`config.mk`:
```
export PLATFORM = sky130hd
export DESIGN_NAME = id_scoreboard
export DESIGN_NICKNAME = d
export VERILOG_FILES = /design/src/rtl/id_scoreboard.sv
export SDC_FILE = /design/constraint.sdc
export NUM_CORES = 1
export LEC_CHECK = 0
export BUFFER_PORTS_ARGS = -buffer_cell sky130_fd_sc_hd__buf_2
export CAP_MARGIN = 20
export CORE_ASPECT_RATIO = 1.5
export CORE_MARGIN = 5
export CORE_UTILIZATION = 50
export CTS_CLUSTER_DIAMETER = 60
export DETAILED_ROUTE_END_ITERATION = 8
export PLACE_DENSITY_LB_ADDON = 0.08
export SLEW_MARGIN = 10
export SYNTH_ARGS = -nofsm -noshare
export SYNTH_HDL_FRONTEND = slang
export SYNTH_SLANG_ARGS = --single-unit
```
`constraint.sdc`:
```
create_clock -name clk -period 5.7 [get_ports clk]
set_clock_uncertainty 0.05 [all_clocks]
set_input_delay 0.855 -clock clk [delete_from_list [all_inputs] [get_ports clk]]
set_output_delay 0.855 -clock clk [all_outputs]
set_load 0.1 [all_outputs]
```
`src/rtl/id_scoreboard.sv`:
```
// id_scoreboard: register-hazard scoreboard beside the decode stage.
// Each tracked register holds a countdown of cycles until its pending result
// reaches the forwarding path. Issue is gated on RAW (operand still pending)
// and WAW (an older, slower write would land after this one).
// Optional feature macro: SCOREBOARD_PERF_EN adds 32-bit stall counters
// stall_raw_cnt / stall_waw_cnt.
// Handshake: issue_ready is a pure function of the operands and the counters
// (never of issue_valid); an instruction fires in any cycle where
// issue_valid & issue_ready & ~flush, and is recorded at that clock edge.
module id_scoreboard #(
  parameter int NUM_REGS = 32,
  parameter int ADDR_W   = 5,
  parameter int MAX_LAT  = 7,
  parameter int LAT_W    = 3
) (
  input  logic                clk,
  input  logic                rst,
  input  logic                issue_valid,
  output logic                issue_ready,
  input  logic                rs1_read,
  input  logic [ADDR_W-1:0]   rs1_addr,
  input  logic                rs2_read,
  input  logic [ADDR_W-1:0]   rs2_addr,
  input  logic                wreg,
  input  logic [ADDR_W-1:0]   wd,
  input  logic [LAT_W-1:0]    lat,
  input  logic                flush,
  output logic [NUM_REGS-1:0] busy_vec,
`ifdef SCOREBOARD_PERF_EN
  output logic [31:0]         stall_raw_cnt,
  output logic [31:0]         stall_waw_cnt,
`endif
  output logic                stall_o
);

  logic [LAT_W-1:0] r_cnt [NUM_REGS];

  logic [LAT_W-1:0] w_lat_eff;
  logic             w_raw;
  logic             w_waw;
  logic             w_fire;
  logic             w_write;

  // Illegal latencies (0 or above MAX_LAT) are treated as the slowest unit.
  always_comb begin
    w_lat_eff = lat;
    if (lat == '0 || int'(lat) > MAX_LAT) begin
      w_lat_eff = LAT_W'(MAX_LAT);
    end
  end

  // Hazards look at pre-edge counters; register 0 is never pending.
  always_comb begin
    w_raw = (rs1_read && rs1_addr != '0 && r_cnt[rs1_addr] != '0) ||
            (rs2_read && rs2_addr != '0 && r_cnt[rs2_addr] != '0);
    w_waw = wreg && wd != '0 && r_cnt[wd] > w_lat_eff;
    issue_ready = !(w_raw || w_waw);
    // Reset suppresses both stalls and recording of the presented instruction.
    stall_o = issue_valid && !issue_ready && !flush && !rst;
    w_fire  = issue_valid && issue_ready && !flush && !rst;
    w_write = w_fire && wreg && wd != '0;
  end

  // Per-register countdown: a new write reloads, otherwise decrement to zero.
  always_ff @(posedge clk) begin
    if (rst) begin
      for (int r = 0; r < NUM_REGS; r++) begin
        r_cnt[r] <= '0;
      end
    end else begin
      r_cnt[0] <= '0;
      for (int r = 1; r < NUM_REGS; r++) begin
        if (w_write && wd == ADDR_W'(r)) begin
          r_cnt[r] <= w_lat_eff;
        end else if (r_cnt[r] != '0) begin
          r_cnt[r] <= r_cnt[r] - 1'b1;
        end
      end
    end
  end

  // Busy flags come straight from the counter registers.
  always_comb begin
    for (int r = 0; r < NUM_REGS; r++) begin
      busy_vec[r] = (r_cnt[r] != '0);
    end
  end

`ifdef SCOREBOARD_PERF_EN
  // Stall cycle counters by cause; both step when both hazards are present.
  always_ff @(posedge clk) begin
    if (rst) begin
      stall_raw_cnt <= '0;
      stall_waw_cnt <= '0;
    end else begin
      if (stall_o && w_raw) stall_raw_cnt <= stall_raw_cnt + 32'd1;
      if (stall_o && w_waw) stall_waw_cnt <= stall_waw_cnt + 32'd1;
    end
  end
`endif

`ifndef SYNTHESIS
  a_lat_legal: assert property (@(posedge clk) disable iff (rst)
    (issue_valid && wreg && wd != '0 && !flush) |-> (lat != '0 && int'(lat) <= MAX_LAT));
`endif

endmodule

```
==> results of run 1 <==
[logic make-up (layout without fill, tap and decap cells)]
logic type,count (synthesis),count (layout),share of synthesized area (%)
muxes,128,128,19.2
buffers and inverters,124,158,5.93
other,1,1,0.0426
xor gates and xnor gates,31,31,3.09
AOI/OAI and AO/OA,98,98,8.25
adders and majority gates,65,65,9.25
DFF,93,93,31.8
and+or+nand+nor,366,366,22.5
[metal layers]
layer / wire (um) / track usage [%] / vias up
li1: - / - / 3297
met1: 10000 / 30.3 / 3569
met2: 14200 / 48.9 / 328
met3: 1700 / 4.74 / 87
met4: 1320 / 13.8 / 0
met5: 0 / 0 / -
[path summary, 6_finish.rpt]
check	start	end	slack (ps)	depth (start not counted)
setup / recovery	wd[0]	stall_o	390	12
hold / removal	r_cnt[3][0]$_SDFFCE_PN0P_	r_cnt[3][0]$_SDFFCE_PN0P_	700	3
setup reg to reg	r_cnt[20][1]$_SDFFCE_PP0P_	r_cnt[16][1]$_SDFFCE_PN0P_	1490	11
hold reg to reg	r_cnt[3][0]$_SDFFCE_PN0P_	r_cnt[3][0]$_SDFFCE_PN0P_	700	3
[cell type report]
class | count | area (um^2) | share of cell area, %
clock buffer | 9 | 225 | 2.36
multi-input combinational | 689 | 5490 | 57.5
tap | 213 | 267 | 2.79
timing repair buffer | 72 | 413 | 4.33
inverter | 70 | 263 | 2.75
clock inverter | 7 | 95.1 | 0.996
sequential | 93 | 2790 | 29.3
[placed cells by master (no fill, tap or decap), types with 3 or more instances in the layout]
| cell | synthesis | routed |
|---|---|---|
| or3_1 | 7 | 7 |
| xor2_1 | 31 | 31 |
| or2_2 | 4 | 4 |
| a21boi_1 | 3 | 3 |
| a211oi_1 | 8 | 8 |
| nand3_1 | 9 | 9 |
| nand3_4 | 7 | 7 |
| clkbuf_16 | 0 | 9 |
| a21boi_2 | 11 | 11 |
| nand3b_1 | 4 | 4 |
| o211ai_1 | 4 | 4 |
| nor4_1 | 15 | 15 |
| nor4b_1 | 8 | 8 |
| buf_4 | 1 | 15 |
| mux2i_1 | 67 | 67 |
| nor3b_1 | 3 | 3 |
| a21oi_1 | 20 | 20 |
| and3_1 | 3 | 3 |
| o22ai_1 | 4 | 4 |
| buf_2 | 9 | 56 |
| mux4_2 | 29 | 29 |
| inv_1 | 69 | 69 |
| edfxtp_1 | 93 | 93 |
| nor3_1 | 20 | 20 |
| nand2b_1 | 67 | 67 |
| o21ai_0 | 18 | 18 |
| inv_6 | 0 | 3 |
| mux2_2 | 30 | 30 |
| nand2_1 | 76 | 76 |
| nor2b_1 | 19 | 19 |
| ha_1 | 65 | 65 |
| nor2_1 | 95 | 94 |
| nand4_1 | 17 | 17 |
| a31oi_1 | 3 | 3 |
[tightest hold or removal path, stage by stage, from the launching register on]
cell      delay [ps]
edfxtp_1         380
inv_1             90
nand2_1           60
mux2i_1           60
[where the power goes]
group	switching, mW	total, mW	internal [mW]
sequential	0.440	1.67	1.23
clock	0.285	0.672	0.388
combinational	2.30	3.43	1.12
[per-stage QoR]
step / instances / instance area [um^2] / power [mW]
6_report: 1153 / 9540 / 5.76
5_1_grt: 1153 / 9540 / 6.11
4_1_cts: 1153 / 9540 / 5.77
3_5_place_dp: 1137 / 9220 / 5.08
3_3_place_gp: 1137 / 9220 / 4.97
2_1_floorplan: 906 / 8800 / 4.30
==> impl_metrics.csv, run 1 <==
group,metric,value,unit
drt,drc,0,
clock_tree,tritoncts,"built",
finish,n_antenna_cell,0,
synthesis,yosysWarningCount,0,
synthesis,synthTopCellsByCount,"nor2_1 (95), edfxtp_1 (93), nand2_1 (76), inv_1 (69)",
worst_setup_path,cp_top_family,"multiplexers",
finish,largest-register,"r_cnt",
floorplanning,start_util,50.7,%
clock_tree,clkTransAtPathRegs,70,ps
power_and_ir_drop,power_density,604,mW/mm^2
sta,rsz0062_at_grt,"false",
synthesis,postSynthNetCount,996,
finish,top_regs,"r_cnt: 93 flops",
sta,final_max_slew_viol_count,0,
power_and_ir_drop,p_leak,4.18,nW
synthesis,synthMostInstantiatedCell,"nor2_1",
sta,hold-worst-slack,697,ps
synthesis,synth-seq-cells,93,
worst_setup_path,startpoint_type,"input pin",
floorplanning,ioPinCount,59,
drt,post_drt_wl_per_cell,23.6,um
synthesis,synth_edf_count,93,
sta,worst_pin_slew,976,ps
synthesis,synth_area,0.00879,mm^2
finish,nets,1025,
synthesis,synth_area_leader_cell,"edfxtp_1",
synthesis,synthCells,906,
worst_setup_path,path_cells,"buf_2 > mux4_2 > mux4_2 > mux2_2 > ha_1 > a21o_1 > a21oi_1 > nor2_1 > a311oi_4 > and2_4 > nor2_4 > buf_2",
synthesis,seq_area_frac_synth,31.8,%
placed_design,dpl.hpwl,20.8,mm
synthesis,synthDistinctLibCells,66,
drt,via_per_inst,6.31,
synthesis,ys_top_cells_by_area,"edfxtp_1 (32%), ha_1 (9.2%), mux2i_1 (7.6%), mux4_2 (7.4%), nand2b_1 (4.8%)",
placed_design,io_buffers,57,
clock_tree,clockBufferDepth,2,
clock_tree,cts_sinks,93,
worst_setup_path,critPathSlowestCell,"buf_2",
worst_setup_path,endpoint_kind,"primary output",
sta,hold_viol_final,0,
clock_tree,htreeDepth,3,
sta,setup_viol,0,
worst_setup_path,worstPathArrival,4400,ps
synthesis,synth-main-ff-cell,"edfxtp_1",
job,drv_cap,0,
worst_setup_path,required,4800,ps
floorplanning,die_width,118,um
sta,relSlewSlack,34.9,%
floorplanning,row_count,59,
synthesis,avgSynthCellArea,9.71,um^2
clock_tree,cts_setup_buffers,0,
placed_design,gp_congestion,0.974,
clock_tree,hold_buffers,0,
drt,drt_first_iter_violations,614,
clock_tree,cts-root-buf,"clkbuf_16",
finish,syn_to_final_growth,8.54,%
drt,drtPass1Iterations,5,
worst_setup_path,path_buf_inv,2,
floorplanning,die_h,172,um
synthesis,synth_top_area_share,31.8,%
outcome,status,"complete, no violations",
synthesis,synth-async-reset-ratio,0,%
floorplanning,dieArea,0.0204,mm^2
finish,fillers,1658,
floorplanning,core,0.0173,mm^2
hold_path,min_path_type,"reg2reg",
finish,fin_util,55.0,%
sta,post-route-period-util,93.1,%
global_routing,grt_pass1_vias,7499,
worst_setup_path,crit_type,"in2out",
global_routing,grt_start_max_net_pins,94,
sta,max_freq,188,MHz
sta,fin_tns_setup,0,ps
worst_setup_path,slowest_delay,620,ps
clock_tree,cts_buffers,9,
worst_setup_path,crit_fanout,29,
global_routing,grt_usage,27.0,%
clock_tree,insertion_delay,360,ps
global_routing,grt_first_pass_wirelength,42.3,mm
sta,period_minus_slack,5310,ps
finish,drive_above_1_share,19.3,%
clock_tree,cts.repair.resized,0,
placed_design,dpl_worst_slack,365,ps
finish,largest_reg_flops,93,
drt,via_count,7281,
power_and_ir_drop,peakVddDrop,630,uV
sta,setup_ws,393,ps
global_routing,antenna_found_initial,0,
global_routing,gr-total-overflow,0,
drt,wl,27.2,mm
drt,ant_nets,0,
No activity file was read; power rests on OpenSTA's default activity.
==> inputs of run 2 (changes only) <==
Settings changed: PLACE_DENSITY set to 0.68, PLACE_DENSITY_LB_ADDON 0.08 to unset.
Clock period 5.7 ns to 6.6 ns, I/O delays scaled along.
==> run 2 against run 1 <==
Net effect: wire length shrank 7.7%; design area is 0.68% lower; first-iteration DRC count down 2.4%; setup slack gained 510 ps; largest power group unchanged.
==> impl_metrics.csv, run 2 (synthesized netlist as in run 1, its figures left out) <==
group,metric,value,unit
drt,wl,25.1,mm
sta,worst_pin_slew,805,ps
finish,top_regs,"r_cnt: 93 flops",
floorplanning,row_count,59,
power_and_ir_drop,peakVddDrop,307,uV
finish,fin_area,0.00948,mm^2
hold_path,holdPathStages,3,
floorplanning,ioPinCount,59,
floorplanning,start_util,50.7,%
drt,ant_nets,0,
power_and_ir_drop,p_leak,4.14,nW
worst_setup_path,reg2reg_from,"r_cnt[27][1]$_SDFFCE_PP0P_",
placed_design,dpl_worst_slack,845,ps
clock_tree,insertion_delay,350,ps
global_routing,grt_start_max_net_pins,52,
hold_path,min_from,"r_cnt[11][0]$_SDFFCE_PN0P_",
sta,fin_tns_setup,0,ps
clock_tree,htreeDepth,3,
drt,via_per_inst,6.22,
floorplanning,die_h,172,um
finish,drive_above_1_share,18.8,%
finish,nets,1021,
outcome,status,"complete, no violations",
sta,setup_ws,903,ps
sta,hold_viol_final,0,
sta,relSlewSlack,46.1,%
sta,final_max_slew_viol_count,0,
hold_path,min_path_type,"reg2reg",
power_and_ir_drop,power_density,515,mW/mm^2
global_routing,grt_pass1_vias,7244,
sta,setup_viol,0,
finish,final_common_cell,"nor2_1",
sta,post-route-period-util,86.3,%
worst_setup_path,r2r_slack,2130,ps
clock_tree,hold_buffers,0,
global_routing,grt_first_pass_wirelength,39.2,mm
drt,drt_first_iter_violations,599,
floorplanning,die_width,118,um
placed_design,io_buffers,57,
finish,n_antenna_cell,0,
worst_setup_path,crit_fanout,29,
sta,max_freq,176,MHz
clock_tree,cts_sinks,93,
hold_path,holdPathEnd,"r_cnt[11][0]$_SDFFCE_PN0P_",
sta,period_minus_slack,5700,ps
placed_design,dpl_cell_area,0.00919,mm^2
global_routing,antenna_found_initial,0,
finish,syn_to_final_growth,7.80,%
drt,drc,0,
floorplanning,dieArea,0.0204,mm^2
worst_setup_path,worstReg2RegEnd,"r_cnt[22][0]$_SDFFCE_PP0P_",
job,drv_cap,0,
finish,mostFrequentLayoutCells,"nor2_1 (94), edfxtp_1 (93), nand2_1 (76)",
global_routing,grt_usage,24.6,%
placed_design,gp_congestion,0.994,
clock_tree,cts_buffers,9,
drt,via_count,7142,
worst_setup_path,endpoint_kind,"primary output",
clock_tree,cts.repair.resized,0,
sta,hold-worst-slack,721,ps
clock_tree,cts_setup_buffers,0,
sta,rsz0062_at_grt,"false",
clock_tree,cts-root-buf,"clkbuf_16",
placed_design,dpl.hpwl,19.2,mm
clock_tree,tritoncts,"built",
drt,post_drt_wl_per_cell,21.9,um
worst_setup_path,worstPathArrival,4660,ps
worst_setup_path,required,5560,ps
worst_setup_path,worstRegToRegCells,10,
worst_setup_path,crit_type,"in2out",
drt,drtPass1Iterations,5,
finish,largest-register,"r_cnt",
clock_tree,clockBufferDepth,2,
floorplanning,core,0.0173,mm^2
worst_setup_path,startpoint_type,"input pin",
global_routing,gr-total-overflow,0,
clock_tree,clkTransAtPathRegs,70,ps
finish,largest_reg_flops,93,
-- run 2: area by class of cell --
cell class                 count  area [um^2]
sequential                    93         2790
fill                        1565         7870
timing repair buffer          68          383
clock inverter                 6         63.8
multi-input combinational    689         5480
inverter                      70          263
tap                          213          267
clock buffer                  10          229
-- run 2: stage by stage --
stage | std cells | utilization [%] | power (mW)
6_report | 1149 | 54.6 | 4.88
5_1_grt | 1149 | 54.6 | 5.18
3_3_place_gp | 1132 | 52.9 | 4.30
2_1_floorplan | 906 | - | 3.71
3_5_place_dp | 1133 | 53.0 | 4.34
4_1_cts | 1149 | 54.6 | 4.88
-- run 2: how the worst max path moves through the flow --
stage | from | endpoint | slack (ps) | depth (start not counted)
6_report | wd[0] | stall_o | 900 | 13
5_1_grt | wd[0] | stall_o | 650 | 13
4_1_cts | wd[0] | stall_o | 920 | 13
3_5_place_dp | wd[0] | r_cnt[21][1]$_SDFFCE_PP0P_ | 850 | 12
3_3_place_gp | wd[0] | r_cnt[24][2]$_SDFFCE_PP0P_ | 1000 | 12
2_1_floorplan | wd[0] | stall_o | 50 | 14
-- run 2: worst max-delay path, stage by stage --
cell and delay (ps):
buf_2 580, nor2b_1 370, a22o_1 320, mux4_2 460
mux2_2 270, ha_1 290, a21o_1 160, a21oi_1 150
nor2_1 80, a311oi_4 310, and2_1 310, nor2_2 60
buf_2 290
-- run 2: power by group --
| group | internal, mW | total [mW] | switching (mW) |
|---|---|---|---|
| sequential | 1.06 | 1.44 | 0.381 |
| clock | 0.294 | 0.529 | 0.235 |
| combinational | 0.958 | 2.91 | 1.96 |
| total | 2.31 | 4.88 | 2.57 |
-- run 2: metal layers --
metal / GRT usage [%] / share of wire, %
met2: 44.6 / 51
met3: 3.27 / 6.7
met1: 28.6 / 37
met5: 0 / 0
met4: 12.0 / 5.1
==> inputs of run 3 (changes only) <==
Settings changed: ABC_AREA set to 1, SLEW_MARGIN 10 to 20.
==> run 3 against run 2 <==
Net effect: via count increased by 24%; global-route usage increased by 4.1 points; die area decreased by 2.0%; critical endpoint is now issue_ready; largest cell class unchanged; setup slack improved by 420 ps; hold slack got worse by 160 ps; sequential cell count unchanged.
==> impl_metrics.csv, run 3 <==
group,metric,value,unit
clock_tree,hold_buffers,0,
clock_tree,insertion_delay,360,ps
finish,mostFrequentLayoutCells,"nand2_1 (261), nand3_1 (174), inv_1 (139)",
drt,post_drt_wl_per_cell,19.7,um
finish,largest_reg_flops,93,
drt,drc,0,
drt,ant_nets,0,
clock_tree,cts_setup_buffers,0,
worst_setup_path,startpoint_type,"input pin",
clock_tree,cts.repair.resized,0,
floorplanning,row_count,58,
clock_tree,clockBufferDepth,2,
global_routing,gr-total-overflow,0,
synthesis,yosysWarningCount,0,
sta,worst_pin_slew,1060,ps
outcome,status,"complete, no violations",
worst_setup_path,reg2reg_from,"r_cnt[25][2]$_SDFFCE_PP0P_",
clock_tree,cts_sinks,93,
worst_setup_path,crit_fanout,20,
global_routing,grt_start_max_net_pins,66,
floorplanning,die_h,171,um
sta,fin_tns_setup,0,ps
power_and_ir_drop,p_leak,4.31,nW
clock_tree,cts-root-buf,"clkbuf_16",
finish,top_regs,"r_cnt: 93 flops",
floorplanning,core,0.0168,mm^2
drt,drt_first_iter_violations,914,
worst_setup_path,path_buf_inv,5,
synthesis,synthCells,1193,
synthesis,synthTopCellsByCount,"nand2_1 (261), nand3_1 (174), inv_1 (140), nor2_1 (116), edfxtp_1 (93)",
worst_setup_path,worstPathArrival,4230,ps
synthesis,seq_area_frac_synth,32.5,%
clock_tree,htreeDepth,3,
power_and_ir_drop,total_power,3.60,mW
worst_setup_path,required,5560,ps
global_routing,grt_first_pass_wirelength,44.1,mm
finish,fillers,1666,
sta,final_max_slew_viol_count,0,
finish,final_common_cell,"nand2_1",
synthesis,synthMostInstantiatedCell,"nand2_1",
worst_setup_path,endpoint_kind,"primary output",
global_routing,grt_pass1_vias,8581,
power_and_ir_drop,peakVddDrop,439,uV
floorplanning,dieArea,0.0200,mm^2
finish,syn_to_final_growth,8.31,%
hold_path,min_path_type,"reg2reg",
placed_design,io_buffers,57,
finish,nets,1315,
sta,post-route-period-util,79.9,%
clock_tree,cts_buffers,9,
drt,wl,28.4,mm
clock_tree,clkTransAtPathRegs,70,ps
worst_setup_path,cp_top_family,"buffers and inverters",
worst_setup_path,slowest_delay,500,ps
sta,period_minus_slack,5270,ps
sta,relSlewSlack,29.1,%
worst_setup_path,crit_type,"in2out",
synthesis,synth-seq-cells,93,
sta,rsz0062_at_grt,"false",
synthesis,synth_edf_count,93,
drt,via_per_inst,6.12,
sta,hold_viol_final,0,
finish,largest-register,"r_cnt",
worst_setup_path,worstReg2RegEnd,"r_cnt[30][0]$_SDFFCE_PP0P_",
synthesis,ys_top_cells_by_area,"edfxtp_1 (32%), nand2_1 (11%), nand3_1 (10%), ha_1 (9.5%), inv_1 (6.1%)",
floorplanning,start_util,51.1,%
floorplanning,ioPinCount,59,
worst_setup_path,path_cells,"buf_2 > inv_1 > nor2_1 > clkinv_1 > buf_4 > o22ai_1 > o21ai_0 > nand4_1 > nor2_1 > a31oi_1 > ha_1 > a21oi_1 > o21ai_0 > nand2_1 > nand2_1 > nor2_4 > buf_2",
finish,drive_above_1_share,8.21,%
synthesis,synth-async-reset-ratio,0,%
drt,via_count,8826,
synthesis,synth_area_leader_cell,"edfxtp_1",
global_routing,antenna_found_initial,1,
synthesis,synth_top_area_share,32.5,%
floorplanning,die_width,117,um
worst_setup_path,endpoint,"issue_ready",
synthesis,synth-main-ff-cell,"edfxtp_1",
worst_setup_path,crit_path_start,"wd[0]",
worst_setup_path,r2r_slack,2710,ps
synthesis,postSynthNetCount,1283,
sta,max_freq,190,MHz
worst_setup_path,critPathSlowestCell,"buf_2",
placed_design,dpl.hpwl,20.5,mm
global_routing,grt_usage,28.7,%
job,drv_cap,0,
worst_setup_path,worstRegToRegCells,16,
synthesis,avgSynthCellArea,7.21,um^2
clock_tree,tritoncts,"built",
sta,setup_viol,0,
synthesis,synthDistinctLibCells,39,
placed_design,gp_congestion,0.955,
drt,drtPass1Iterations,6,
worst_setup_path,path_depth,17,
power_and_ir_drop,power_density,387,mW/mm^2
synthesis,synth_area,0.00860,mm^2
-- run 3: cell types whose count changed after synthesis, sizes merged, moves of 15 or more --
cell and delta:
a21oi +54, inv +72, mux2 -32, mux2i -67
mux4 -29, nand2 +185, nand2b -67, nand3 +159
nand4 +19, nor2 +24, nor2b -19, nor4 -15
o21ai +28, o22ai +49
-- run 3: worst min path at each step --
| stage | from | to | cells past startpoint |
|---|---|---|---|
| 3_5_place_dp | r_cnt[14][0]$_SDFFCE_PN0P_ | r_cnt[14][0]$_SDFFCE_PN0P_ | 1 |
| 5_1_grt | r_cnt[28][0]$_SDFFCE_PP0P_ | r_cnt[28][0]$_SDFFCE_PP0P_ | 1 |
| 2_1_floorplan | r_cnt[14][0]$_SDFFCE_PN0P_ | r_cnt[14][0]$_SDFFCE_PN0P_ | 1 |
| 6_report | r_cnt[14][0]$_SDFFCE_PN0P_ | r_cnt[14][0]$_SDFFCE_PN0P_ | 1 |
| 4_1_cts | r_cnt[14][0]$_SDFFCE_PN0P_ | r_cnt[14][0]$_SDFFCE_PN0P_ | 1 |
| 3_3_place_gp | r_cnt[14][0]$_SDFFCE_PN0P_ | r_cnt[14][0]$_SDFFCE_PN0P_ | 1 |
-- run 3: worst reg2reg max path, delay by kind of cell (launching register included) --
family                   cells  cell delay [ps]
adder cells (fa/ha/maj)      1              340
AND/OR/NAND/NOR              8             1400
buffers and inverters        2              700
flip-flops                   1              490
AO/OA/AOI/OAI                5              620
-- run 3: kinds of logic (layout without fill, tap and decap cells) --
kind of cell               Yosys count  count (layout)  share of synthesized area [%]
adders and majority gates           65              65                           9.46
buffers and inverters              196             233                           9.63
and+or+nand+nor                    622             622                           33.3
other                                1               2                         0.0436
DFF                                 93              93                           32.5
xor gates and xnor gates            31              31                           3.16
AOI/OAI and AO/OA                  185             185                           11.9
-- run 3: final cells by class --
class / count / area, um^2 / area share [%]
antenna: 1 / 2.50 / 0.0269
sequential: 93 / 2790 / 30.0
inverter: 147 / 552 / 5.92
tap: 210 / 263 / 2.82
multi-input combinational: 904 / 4990 / 53.6
timing repair buffer: 70 / 398 / 4.27
clock inverter: 7 / 90.1 / 0.967
clock buffer: 9 / 225 / 2.42
-- run 3: report_power, final --
part	switching (mW)	total (mW)	internal [mW]
Sequential	0.132	1.04	0.904
Clock	0.248	0.578	0.331
Combinational	1.48	1.99	0.506
-- run 3: metal layers --
layer	wire length (um)	global-route usage, %	share of wire (%)
met3	1880	3.68	6.6
met1	10500	33.0	37
met5	0	0	0
met2	14300	50.0	50
met4	1710	17.1	6.0
-- run 3: metrics by stage --
step / std cells / utilization (%) / setup slack, ps / hold WS (ps) / cell area (um^2)
2_1_floorplan: 1193 / - / 1100 / 513 / 8600
3_3_place_gp: 1422 / 53.3 / 1450 / 537 / 8970
3_5_place_dp: 1422 / 53.3 / 1410 / 537 / 8970
4_1_cts: 1438 / 55.1 / 1420 / 549 / 9280
5_1_grt: 1441 / 55.3 / 1200 / 599 / 9320
6_report: 1441 / 55.3 / 1330 / 558 / 9320
